==> config.mk <==
export PLATFORM = sky130hd
export DESIGN_NAME = rollo_decrypt_sched
export DESIGN_NICKNAME = d
export VERILOG_FILES = /design/src/rtl/rollo_decrypt_sched.sv
export SDC_FILE = /design/constraint.sdc
export NUM_CORES = 1
export LEC_CHECK = 0
export CORE_AREA = 4 4 69 71
export CTS_CLUSTER_SIZE = 30
export DETAILED_ROUTE_END_ITERATION = 8
export DIE_AREA = 0 0 73 75
export SYNTH_ARGS = -nofsm -noshare
export SYNTH_HDL_FRONTEND = slang
export SYNTH_SLANG_ARGS = --single-unit
==> constraint.sdc <==
create_clock -name clk -period 1.5 [get_ports clk]
set_input_delay 0.3 -clock clk [delete_from_list [all_inputs] [get_ports clk]]
set_output_delay 0.3 -clock clk [all_outputs]
set_load 0.01 [all_outputs]
==> src/rtl/rollo_decrypt_sched.sv <==
// ============================================================================
// rollo_decrypt_sched: sequences gf2mz -> (S1S2gen -> RSR) x (D-1) -> SHA3
// Revision: 1.0 - initial release
// ============================================================================
`default_nettype none

module rollo_decrypt_sched #(
    parameter int D       = 6,
    parameter int TIMEOUT = 65535,
    parameter int IW      = $clog2(D)
) (
    input  logic          clk,
    input  logic          rst_b,
    input  logic          start,
    output logic          busy,
    output logic          finish,
    output logic          error,
    output logic          gf2mz_start,
    input  logic          gf2mz_done,
    output logic          S1S2gen_start,
    input  logic          S1S2gen_done,
    output logic          RSR_start,
    input  logic          RSR_done,
    output logic          sha3_start,
    input  logic          sha3_done,
    output logic [2:0]    status,
    output logic [IW-1:0] iterate,
    output logic          mat_sel,
    output logic          is_last
);

    localparam int            CW        = $clog2(TIMEOUT + 1);
    localparam logic [IW-1:0] LAST_ITER = IW'(D - 2);
    localparam logic [CW-1:0] CNT_MAX   = CW'(TIMEOUT);
    localparam logic [CW-1:0] CNT_ABORT = CW'(TIMEOUT - 1);

    typedef enum logic [2:0] {
        S_IDLE  = 3'd0,
        S_GF2MZ = 3'd1,
        S_S1S2  = 3'd2,
        S_RSR   = 3'd3,
        S_HASH  = 3'd4,
        S_DONE  = 3'd5
    } state_t;

    state_t        state_q, state_d;
    logic [IW-1:0] iter_q, iter_d;
    logic [CW-1:0] cnt_q, cnt_d;
    logic          err_q, err_d;
    logic          gf_start_q, gf_start_d;
    logic          s1s2_start_q, s1s2_start_d;
    logic          rsr_start_q, rsr_start_d;
    logic          sha_start_q, sha_start_d;
    logic          fin_q, fin_d;
    logic          busy_w;
    logic          phase_done_w;
    logic          timeout_w;

    // Phase decode: which done input belongs to the current state.
    always_comb begin
        busy_w       = 1'b0;
        status       = 3'd0;
        phase_done_w = 1'b0;
        case (state_q)
            S_GF2MZ: begin busy_w = 1'b1; status = 3'd1; phase_done_w = gf2mz_done;   end
            S_S1S2:  begin busy_w = 1'b1; status = 3'd2; phase_done_w = S1S2gen_done; end
            S_RSR:   begin busy_w = 1'b1; status = 3'd3; phase_done_w = RSR_done;     end
            S_HASH:  begin busy_w = 1'b1; status = 3'd4; phase_done_w = sha3_done;    end
            default: begin busy_w = 1'b0; status = 3'd0; phase_done_w = 1'b0;         end
        endcase
    end

    // The counter would reach TIMEOUT on this edge; a coincident done takes priority.
    assign timeout_w = busy_w && (cnt_q == CNT_ABORT) && !phase_done_w;

    always_comb begin
        state_d      = state_q;
        iter_d       = iter_q;
        err_d        = err_q;
        gf_start_d   = 1'b0;
        s1s2_start_d = 1'b0;
        rsr_start_d  = 1'b0;
        sha_start_d  = 1'b0;
        fin_d        = 1'b0;
        case (state_q)
            S_IDLE: begin
                if (start) begin
                    state_d    = S_GF2MZ;
                    iter_d     = '0;
                    err_d      = 1'b0;
                    gf_start_d = 1'b1;
                end
            end
            S_GF2MZ: begin
                if (gf2mz_done) begin
                    state_d      = S_S1S2;
                    s1s2_start_d = 1'b1;
                end
            end
            S_S1S2: begin
                if (S1S2gen_done) begin
                    state_d     = S_RSR;
                    rsr_start_d = 1'b1;
                end
            end
            S_RSR: begin
                if (RSR_done) begin
                    if (iter_q == LAST_ITER) begin
                        state_d     = S_HASH;
                        sha_start_d = 1'b1;
                    end else begin
                        state_d      = S_S1S2;
                        iter_d       = iter_q + IW'(1);
                        s1s2_start_d = 1'b1;
                    end
                end
            end
            S_HASH: begin
                if (sha3_done) begin
                    state_d = S_DONE;
                    fin_d   = 1'b1;
                end
            end
            default: state_d = S_IDLE;
        endcase
        if (timeout_w) begin
            state_d = S_IDLE;
            err_d   = 1'b1;
            iter_d  = '0;
        end
    end

    always_comb begin
        cnt_d = cnt_q;
        if (state_d != state_q) begin
            cnt_d = '0;
        end else if (busy_w && (cnt_q != CNT_MAX)) begin
            cnt_d = cnt_q + CW'(1);
        end
    end

    always_ff @(posedge clk or posedge rst_b) begin
        if (rst_b) begin
            state_q      <= S_IDLE;
            iter_q       <= '0;
            cnt_q        <= '0;
            err_q        <= 1'b0;
            gf_start_q   <= 1'b0;
            s1s2_start_q <= 1'b0;
            rsr_start_q  <= 1'b0;
            sha_start_q  <= 1'b0;
            fin_q        <= 1'b0;
        end else begin
            state_q      <= state_d;
            iter_q       <= iter_d;
            cnt_q        <= cnt_d;
            err_q        <= err_d;
            gf_start_q   <= gf_start_d;
            s1s2_start_q <= s1s2_start_d;
            rsr_start_q  <= rsr_start_d;
            sha_start_q  <= sha_start_d;
            fin_q        <= fin_d;
        end
    end

    assign busy          = busy_w;
    assign finish        = fin_q;
    assign error         = err_q;
    assign gf2mz_start   = gf_start_q;
    assign S1S2gen_start = s1s2_start_q;
    assign RSR_start     = rsr_start_q;
    assign sha3_start    = sha_start_q;
    assign iterate       = iter_q;
    assign mat_sel       = (iter_q != '0);
    assign is_last       = (iter_q == LAST_ITER);

endmodule

`default_nettype wire

Yosys cells after proc, flatten, opt, wreduce, memory -nomap -nowiden
Index checks and enable logic that the tools add are counted.
{"block": "op_classes", "n_addsub": 2, "eq_ne": 11, "muxes": 34, "n_reduce_logical": 13}
{"cell": "$mux 3", "count": 11}
{"cell": "$mux 16", "count": 2}
{"cell": "$add 16x1->16 const B", "count": 1}
{"cell": "$eq 16x16->1 const B", "count": 1}
{"cell": "$mux 1", "count": 16}
{"cell": "$ne 16x16->1 const B", "count": 1}
{"cell": "$pmux 3 s5", "count": 1}
{"cell": "$pmux 3 s4", "count": 1}
{"cell": "$ne 3x3->1 const B", "count": 3}
{"cell": "$eq 3x2->1 const B", "count": 2}
{"cell": "$eq 3x3->1 const B", "count": 2}
{"cell": "$pmux 3 s2", "count": 1}
{"cell": "$reduce_bool 2->1", "count": 3}
{"cell": "$reduce_bool 3->1", "count": 2}
{"cell": "$pmux 1 s4", "count": 1}
{"cell": "$reduce_and 4->1", "count": 1}
{"cell": "$reduce_or 4->1", "count": 1}
{"cell": "$add 3x1->3 const B", "count": 1}
{"cell": "$eq 3x1->1 const B", "count": 1}
{"cell": "$logic_and 1x1->1", "count": 3}
{"cell": "$logic_not 3->1", "count": 1}
{"cell": "$ne 3x3->1", "count": 1}
{"cell": "$pmux 1 s2", "count": 1}
{"cell": "$reduce_and 2->1", "count": 1}
{"cell": "$logic_not 1->1", "count": 1}
{"block": "totals", "register_bits": 28, "in_bits": 7, "out_inout_bits": 15, "elab_cells": 69}

Longest topological paths before layout
{"block": "logic_depth", "word_depth": 8, "ltp_mapped": 8, "mapped_depth_nobuf": 7}

Least setup slack after synthesis
No wires, ideal clock.
{"block": "synth_timing", "kind": "register to register", "start": "reg state_q[2]", "end": "reg cnt_q[7]", "setup_ns": 0.119, "arrival_ns": 1.596, "required_ns": 1.381, "setup_slack_ns": -0.215, "stages_incl_launch_ff": 7, "n_path_buf": 1, "period_less_slack_ns": 1.715, "path_cell_list": "dfrtp_1 nor3b_1 a211o_1 nand4_1 o21ai_2 buf_6 nor2_1"}
{"block": "synth_between", "elab_chain_cells": 8, "word_cells_on_any_way": 22, "cone_classes": "5 x eq/ne; 10 x mux; 7 x reduce/logical"}
{"item": "from (decl)", "line_no": "46", "rtl": "state_t state_q, state_d;"}
{"item": "from (signal assigned)", "line_no": "154", "rtl": "state_q <= state_d;"}
{"item": "$eq 3x3->1 (tied with other cells)", "line_no": "64, 85"}
{"item": "$reduce_or 4->1 (no source line)"}
{"item": "$mux 1", "line_no": "64", "rtl": "case (state_q)"}
{"item": "$logic_and 1x1->1 (2 in a row)", "line_no": "74", "rtl": "assign timeout_w = busy_w && (cnt_q == CNT_ABORT) && !phase_done_w;"}
{"item": "$mux 3", "line_no": "126", "rtl": "if (timeout_w) begin"}
{"item": "$ne 3x3->1", "line_no": "135", "rtl": "if (state_d != state_q) begin"}
{"item": "$mux 16 / $reduce_bool 2->1 (equally long branches)"}
{"item": "to (signal assigned)", "line_no": "156", "rtl": "cnt_q <= cnt_d;"}
{"item": "to (decl)", "line_no": "48", "rtl": "logic [CW-1:0] cnt_q, cnt_d;"}
Several ways; a longest one is shown, not always the timed one.
A chain may end at the register's enable or synchronous reset.

Final worst setup path
{"block": "layout_timing", "start": "reg state_q[1]", "end": "reg cnt_q[14]"}
Same word-level chain as after synthesis.

==> impl_metrics.json <==
{
  "crit_path_end": "cnt_q[14]",
  "tns_ns": -6.31,
  "ir_drop_mv": 0.653,
  "cp_max_fo": 8,
  "area_growth_pct": 67.4,
  "ys_seq_elements": 28,
  "hold_viol": 0,
  "antenna_found_initial": 0,
  "clk_pin_slew_worst_paths_ns": 0.09,
  "die_h_um": 75,
  "ys_types": 39,
  "powerDensity_nw_per_um2": 1500,
  "fin_skew_ns": 0.00170,
  "post_drt_wl_per_cell_um": 14.4,
  "port_buffers": 21,
  "final_nets": 286,
  "max_clock_freq_ghz": 0.540,
  "timing.rr.start": "state_q[1]",
  "leakage_nw": 1.22,
  "clkLatencyLatePin_ns": 0.28,
  "drc": 0,
  "ys_seq_area_share_pct": 43.5,
  "reg2reg_depth": 8,
  "grt_max_degree": 29,
  "min_path_type": "primary input to async pin",
  "grtUsageTotal_pct": 18.8,
  "crit_arrival_ns": 2.05,
  "n_antenna_cell": 0,
  "via_per_inst": 5.24,
  "routabilityCongestion": 0.858,
  "layout-drive-gt1-share_pct": 48.7,
  "r2r_end": "cnt_q[14]",
  "hold_ws_ns": 0.381,
  "cp.required_ns": 1.70,
  "min_period_ns": 1.85,
  "cp-end-kind": "flop",
  "final_util_pct": 63.7,
  "status": "finished, violations left",
  "grt_pass1_wl_mm": 8.13,
  "grt_pass1_vias": 1803,
  "final_area_um2": 2700,
  "max_slew_margin_pct": 73.8,
  "rsz0062_at_grt": "yes",
  "placed_area_um2": 2330,
  "start_kind": "flop",
  "drtAntennaViolNets": 0,
  "setup_viol": 27,
  "clock-sinks": 28,
  "initial_utilization_pct": 38.0,
  "crit_start": "state_q[1]",
  "setup_slack_ns": -0.352,
  "cts_root_buf": "clkbuf_8",
  "cts.path.max_buffers": 2,
  "dp_hpwl_mm": 3.19,
  "netlist_area_um2": 1610,
  "worst_pin_slew_ns": 0.392,
  "maxCapViolCount": 0,
  "syn-num-nets": 190,
  "dieArea_um2": 5480,
  "synth.avg_cell_area_um2": 9.00,
  "gr-total-overflow": 0,
  "cts_tree": "yes",
  "die_w_um": 73,
  "timing.final.crit_share_pct": 123,
  "synthCells": 179,
  "violations": "setup timing",
  "htreeDepth": 1,
  "synth_warnings": 0,
  "cts_inserted_buffers": 3,
  "rrSetupSlack_ns": -0.35,
  "synth_area_leaders": "dfrtp_1, xnor2_1, nor2_1",
  "routed_wl_mm": 4.68,
  "drtPass1Iterations": 4,
  "yosys.area.top_type_share_pct": 43.5,
  "via_count": 1702,
  "coreArea_um2": 4230,
  "drv_slew": 0,
  "hold_buffers": 0,
  "drt_iter0_markers": 74,
  "rows": 24,
  "path_class": "flop to flop",
  "io_pins": 22,
  "yosys.area.top_type": "dfrtp_1"
}
what timing repair did:
| action | 4_1_cts | 5_1_grt |
|---|---|---|
| gates resized for setup | 78 | 16 |
| pin swaps | 18 | 12 |
| setup buffers | 14 | 4 |
| endpoints found under the setup margin | 32 | 33 |
how the worst min path moves through the flow:
stage	start	to	slack, ns	depth (start not counted)
6_report	rst_b	cnt_q[1]	0.38	3
5_1_grt	rst_b	cnt_q[0]	0.40	3
4_1_cts	rst_b	cnt_q[1]	0.39	3
3_5_place_dp	error	error	0.53	2
3_3_place_gp	error	error	0.52	2
2_1_floorplan	rst_b	RSR_start	0.37	1
metrics by stage:
stage / cells / setup WS (ns) / power (mW)
floorplan: 179 / -0.0991 / 1.96
global placement: 306 / -0.490 / 2.89
detailed placement: 306 / -0.541 / 2.95
CTS: 322 / -0.292 / 3.94
global route: 325 / -0.450 / 4.33
finish: 325 / -0.352 / 4.04
area by class of cell:
| type | instances | area, µm² |
|---|---|---|
| fill | 335 | 1540 |
| multi-input combinational | 133 | 1040 |
| timing repair buffer | 97 | 797 |
| sequential | 28 | 703 |
| tap | 52 | 65.1 |
| inverter | 12 | 47.5 |
| clock buffer | 3 | 41.3 |
layer usage:
metal | GRT usage [%] | part of all wire (%) | vias to the layer above
met3 | 3.20 | 4.2 | 11
met4 | 7.17 | 1.9 | 0
met1 | 22.3 | 41 | 828
met5 | 0 | 0 | -
met2 | 34.1 | 52 | 42
li1 | - | - | 821
Yosys cell counts:
cell and n:
a222oi_1 1, xnor2_1 14, dfrtp_1 28, a211oi_1 4, clkbuf_2 1, o22ai_1 1
nor3b_1 2, nand4_1 8, o311ai_0 1, nand4_2 1, nor4_2 1, a41oi_1 1
buf_6 1, inv_1 12, ha_1 4, nor2_1 25, and3_1 3, or4bb_1 1
nor3_4 1, nor3_2 1, a21oi_1 7, nand2_1 12, or2_0 1, and2_1 1
nor4_1 7, o21ai_2 1, nand2b_1 2, buf_2 4, a21o_1 2, nor2b_1 3
nand3_1 7, and4_1 1, nor4b_1 2, or3_1 1, nor3_1 8, a211o_1 1
o21ai_1 1, o21ai_0 6, or3b_2 1
power breakdown:
part           leakage, nW  switching [mW]  internal (mW)
Clock               0.0216           0.233          0.181
Combinational        0.827            1.26           1.38
Sequential           0.375          0.0926          0.900
Total                 1.22            1.59           2.46
worst max-delay path, cell delays in order (launching register included):
cell and delay [ns]:
dfrtp_2 0.41, buf_6 0.11, buf_6 0.11, buf_6 0.13, o311ai_1 0.13, a222oi_1 0.41, o21ai_2 0.14, buf_6 0.18
a211oi_2 0.15
state kept, by name (all words and copies together) (netlist names):
name / cells
RSR_start: 1
S1S2gen_start: 1
cnt_q: 16
error: 1
finish: 1
gf2mz_start: 1
iterate: 3
sha3_start: 1
state_q: 3
cell families (layout without fill, tap and decap cells):
logic type                 after synthesis  count (layout)  share of synthesized area [%]
and+or+nand+nor                         89              89                           30.4
DFF                                     28              28                           43.5
AOI/OAI and AO/OA                       26              26                           10.3
adders and majority gates                4               4                           3.11
buffers and inverters                   18             112                           5.05
xor gates and xnor gates                14              14                           7.61
cells in the final DEF, fill, tap and decap left out, drive strengths merged, types with 2 or more instances in the layout:
| cell type | instances |
|---|---|
| and3 | 3 |
| buf | 80 |
| nor3b | 2 |
| ha | 4 |
| nor2b | 3 |
| a21oi | 7 |
| dfrtp | 28 |
| nor2 | 25 |
| a211oi | 4 |
| nand2b | 2 |
| xnor2 | 14 |
| inv | 12 |
| dlymetal6s2s | 2 |
| nor3 | 10 |
| o21ai | 8 |
| clkdlybuf4s50 | 10 |
| nor4b | 2 |
| nor4 | 8 |
| nand4 | 9 |
| nand2 | 12 |
| clkbuf | 6 |
| nand3 | 7 |
| a21o | 2 |
(Power assumes the default switching activity.)
==> RTL change 1, RTL diff (same settings) <==
Reset style: synchronous (`rst_b`), changed in one clocked block.
--- a/src/rtl/rollo_decrypt_sched.sv
+++ b/src/rtl/rollo_decrypt_sched.sv
@@ -140,5 +140,5 @@
     end
 
-    always_ff @(posedge clk or posedge rst_b) begin
+    always_ff @(posedge clk) begin
         if (rst_b) begin
             state_q      <= S_IDLE;
Behaviour: differs if rst_b is asserted again (counterexample within 4 cycles, from zero or initial values and one cycle with rst_b high); with rst_b held inactive, the same outputs for 10 cycles.
==> RTL change 1 against the unedited design <==
- the flow still finishes with violations (negative setup slack)
- area after synthesis decreased by 5.2%
- cell count fell by 8.0%
- die area unchanged
- critical path depth is the same
- hold slack improved by 0.081 ns
- routed wire length down 18%
- sequential cell count did not move
- largest cell class unchanged
- final area is 2.5% lower
- worst setup slack gained 0.25 ns
- critical path type unchanged
Power is not compared: it rests on default switching activity, and its combinational part moved more than twofold at a synthesized area within 25%.
==> RTL change 1: results <==
# TYPE chip_impl_metric gauge
chip_impl_metric{name="postCtsResizedCells",unit=""} 79
chip_impl_metric{name="finalWeightedCongestion",unit=""} 0.887
chip_impl_metric{name="fillers",unit=""} 338
chip_impl_metric{name="dp_hpwl",unit="mm"} 2.56
chip_impl_info{name="hold_path.class",value="register to register"} 1
chip_impl_metric{name="post_synth_xor_area_fraction",unit="%"} 9.75
chip_impl_metric{name="synth_nets",unit=""} 181
chip_impl_info{name="violated_checks",value="negative setup slack"} 1
chip_impl_metric{name="syn_to_final_growth",unit="%"} 72.2
chip_impl_metric{name="yosysSeqAreaShare",unit="%"} 36.7
chip_impl_info{name="crit_start",value="cnt_q[0]$_SDFFE_PP0P_"} 1
chip_impl_info{name="outcome",value="finished, violations left"} 1
chip_impl_metric{name="drive_above_1_share",unit="%"} 56.3
chip_impl_metric{name="first_global_vias",unit=""} 1432
chip_impl_metric{name="timing.slew.headroom",unit="%"} 67.1
chip_impl_metric{name="setup_tns",unit="ns"} -0.779
chip_impl_metric{name="timing.final.ws_setup",unit="ns"} -0.101
chip_impl_metric{name="async_reset_ff_share",unit="%"} 0
chip_impl_metric{name="synth_compound_gate_area_share",unit="%"} 9.43
chip_impl_metric{name="nNonClkInverters",unit=""} 9
chip_impl_metric{name="numPlacedInstances",unit=""} 286
chip_impl_metric{name="setup_violations",unit=""} 16
chip_impl_info{name="dominantRegCellSynth",value="dfxtp_1"} 1
chip_impl_metric{name="sequential_cell_total",unit=""} 28
chip_impl_info{name="critical_path.reg2reg.endpoint",value="cnt_q[3]$_SDFFE_PP0P_"} 1
chip_impl_info{name="critical_path.top_delay_family",value="simple AND/OR/NAND/NOR gates"} 1
chip_impl_metric{name="wire_length_of_the_first_global_routing_pass",unit="mm"} 6.47
[RTL change 1: metal layers]
layer  vias up  wire length, um  global-route usage (%)
met3         9              146                    2.27
li1        749                -                       -
met2        28             1920                    25.0
met1       690             1680                    19.6
met5         -                0                       0
met4         0              102                    6.15
[RTL change 1: worst min-delay path: cells and delay by family (launching register included)]
kind,cells,cell delay (ns)
AOI/OAI and AO/OA,1,0.05
DFF,1,0.32
and+or+nand+nor,1,0.05
[RTL change 1: how the worst min path moves through the flow]
| stage | endpoint | slack (ns) | cells after the start |
|---|---|---|---|
| 4_1_cts | error$_SDFFE_PP0P_ | 0.46 | 2 |
| 2_1_floorplan | S1S2gen_start$_SDFF_PP0_ | 0.37 | 1 |
| 3_5_place_dp | error$_SDFFE_PP0P_ | 0.45 | 2 |
| 3_3_place_gp | error$_SDFFE_PP0P_ | 0.45 | 2 |
| 6_report | error$_SDFFE_PP0P_ | 0.46 | 2 |
| 5_1_grt | S1S2gen_start$_SDFF_PP0_ | 0.50 | 3 |
==> RTL change 2, RTL diff (config.mk and constraints unchanged) <==
Without the edit above. The parameter `TIMEOUT` goes from 65535 to 32767.
--- a/src/rtl/rollo_decrypt_sched.sv
+++ b/src/rtl/rollo_decrypt_sched.sv
@@ -7,5 +7,5 @@
 module rollo_decrypt_sched #(
     parameter int D       = 6,
-    parameter int TIMEOUT = 65535,
+    parameter int TIMEOUT = 32767,
     parameter int IW      = $clog2(D)
 ) (
Behaviour: no difference found for any inputs over 10 cycles, from zero or initial values and one cycle with rst_b high; that may be too few to reach the edited logic, so the function may still have changed.
==> RTL change 2 against the unedited design <==
- the run still ends with negative setup slack left
- final area up 2.2%
- sequential share of layout area shrank 1.5 points
- area after synthesis is 1.2% higher
- first-iteration DRC count up 41%
- routed wire length up 9.9%
- clock skew is 0.0047 ns higher
- worst setup slack better by 0.064 ns
- critical path depth fell by 3
- via count is 3.8% higher
- sequential cell count shrank 1
- sequential power decreased by 7.6%
- register-to-register slack better by 0.07 ns
- power fell by 20%
==> RTL change 2: results <==
# TYPE chip_impl_metric gauge
chip_impl_info{name="outcome",value="finished, violations left"} 1
chip_impl_info{name="violated_checks",value="negative setup slack"} 1
chip_impl_metric{name="final_nets",unit=""} 276
chip_impl_metric{name="drt_pass1_iterations",unit=""} 6
chip_impl_metric{name="grt_max_degree",unit=""} 28
chip_impl_metric{name="yosysSeqAreaShare",unit="%"} 41.5
chip_impl_metric{name="numPlacedInstances",unit=""} 296
chip_impl_metric{name="power.leakage",unit="nW"} 1.27
chip_impl_metric{name="finalWeightedCongestion",unit=""} 0.867
chip_impl_metric{name="synth_area_per_cell",unit="sq um"} 9.75
chip_impl_metric{name="first_global_vias",unit=""} 1810
chip_impl_metric{name="grt.total_usage",unit="%"} 19.5
chip_impl_metric{name="timing.final.ws_setup",unit="ns"} -0.288
chip_impl_metric{name="setup_violations",unit=""} 25
chip_impl_metric{name="drive_above_1_share",unit="%"} 52.7
chip_impl_metric{name="wire_length_of_the_first_global_routing_pass",unit="mm"} 8.45
chip_impl_metric{name="fillers",unit=""} 314
chip_impl_info{name="cpMaxStageDelayCell",value="dfrtp_1"} 1
chip_impl_info{name="critical_path.reg2reg.endpoint",value="cnt_q[10]$_DFFE_PP0P_"} 1
chip_impl_metric{name="p_switching",unit="mW"} 1.21
chip_impl_info{name="critical_path.top_delay_family",value="simple AND/OR/NAND/NOR gates"} 1
chip_impl_metric{name="synth_nets",unit=""} 178
chip_impl_metric{name="dp_hpwl",unit="mm"} 3.36
chip_impl_metric{name="timing.critical_path.arrival",unit="ns"} 1.49
chip_impl_metric{name="minimum_setup_slack_among_reg_to_reg_paths",unit="ns"} -0.28
chip_impl_metric{name="timing.critical_path.fanout_max",unit=""} 3
chip_impl_metric{name="vdd.ir_drop.worst",unit="mV"} 0.751
==> RTL change 2: cell count changes after synthesis, sizes merged, moves of 2 or more <==
cell and change:
o31ai +9, nor3 -9, nor2 -19, a211oi +10
or3 +5, nand3b +2, mux2i +2, xnor2 -14
or4 +7, and4 +2, a21oi -3, nor4 -2
==> RTL change 2: metrics by stage <==
step                      hold slack [ns]  util, %  area [sq um]  setup WS, ns
after CTS                           0.400     62.9          2670        -0.269
after detailed placement            0.476     56.0          2370        -0.509
final                               0.388     65.0          2750        -0.288
after global routing                0.412     65.0          2750        -0.359
after floorplan                     0.353        -          1650        -0.148
after global placement              0.472     56.0          2370        -0.403
==> RTL change 2: worst max-delay path by stage <==
stage | startpoint | to | slack, ns | depth (start not counted)
floorplan | cnt_q[4]$_DFFE_PP0P_ | cnt_q[2]$_DFFE_PP0P_ | -0.15 | 5
global placement | RSR_done | cnt_q[7]$_DFFE_PP0P_ | -0.40 | 6
detailed placement | RSR_done | cnt_q[7]$_DFFE_PP0P_ | -0.51 | 6
CTS | state_q[0]$_DFF_PP0_ | cnt_q[11]$_DFFE_PP0P_ | -0.27 | 5
global route | state_q[1]$_DFF_PP0_ | cnt_q[10]$_DFFE_PP0P_ | -0.36 | 7
finish | state_q[0]$_DFF_PP0_ | busy | -0.29 | 5
==> RTL change 2: layout make-up <==
cell class              count  share of cell area (%)
flip-flops and latches     27                    24.6
well taps                  52                    2.36
inverters                  13                    1.77
clock inverters             1                   0.182
clock buffers               3                    1.50
multi-input cells         121                    39.6
repair buffers             99                    30.0
==> RTL change 2: kinds of logic (layout without fill, tap and decap cells) <==
| group | after synthesis | after routing | share of synthesized area (%) |
|---|---|---|---|
| mux | 3 | 3 | 1.92 |
| flops | 27 | 27 | 41.5 |
| simple gates | 70 | 70 | 28.7 |
| buf+inv | 19 | 116 | 5.68 |
| fa+ha+maj | 4 | 4 | 3.07 |
| compound gates | 44 | 44 | 19.1 |
==> RTL change 2: timing repair <==
action | in CTS | in global routing
gates resized for setup | 71 | 16
endpoints found under the setup margin | 31 | 31
buffers inserted | 15 | 4
cloned | 0 | 0
pin swaps | 18 | 9
==> RTL change 2: layer usage <==
layer | vias to the layer above | part of all wire, % | GRT usage (%)
li1 | 840 | - | -
met1 | 875 | 42 | 22.9
met5 | - | 0 | 0
met3 | 8 | 3.1 | 2.27
met2 | 43 | 53 | 37.3
met4 | 0 | 1.4 | 5.12
==> RTL change 2: power groups by stage <==
stage	clock (mW)	combinational, mW	sequential [mW]
after floorplan	0	0.608	0.971
after global placement	0	1.41	0.927
after detailed placement	0	1.43	0.932
after CTS	0.451	1.73	0.915
after global routing	0.482	2.02	0.928
final	0.435	1.90	0.917
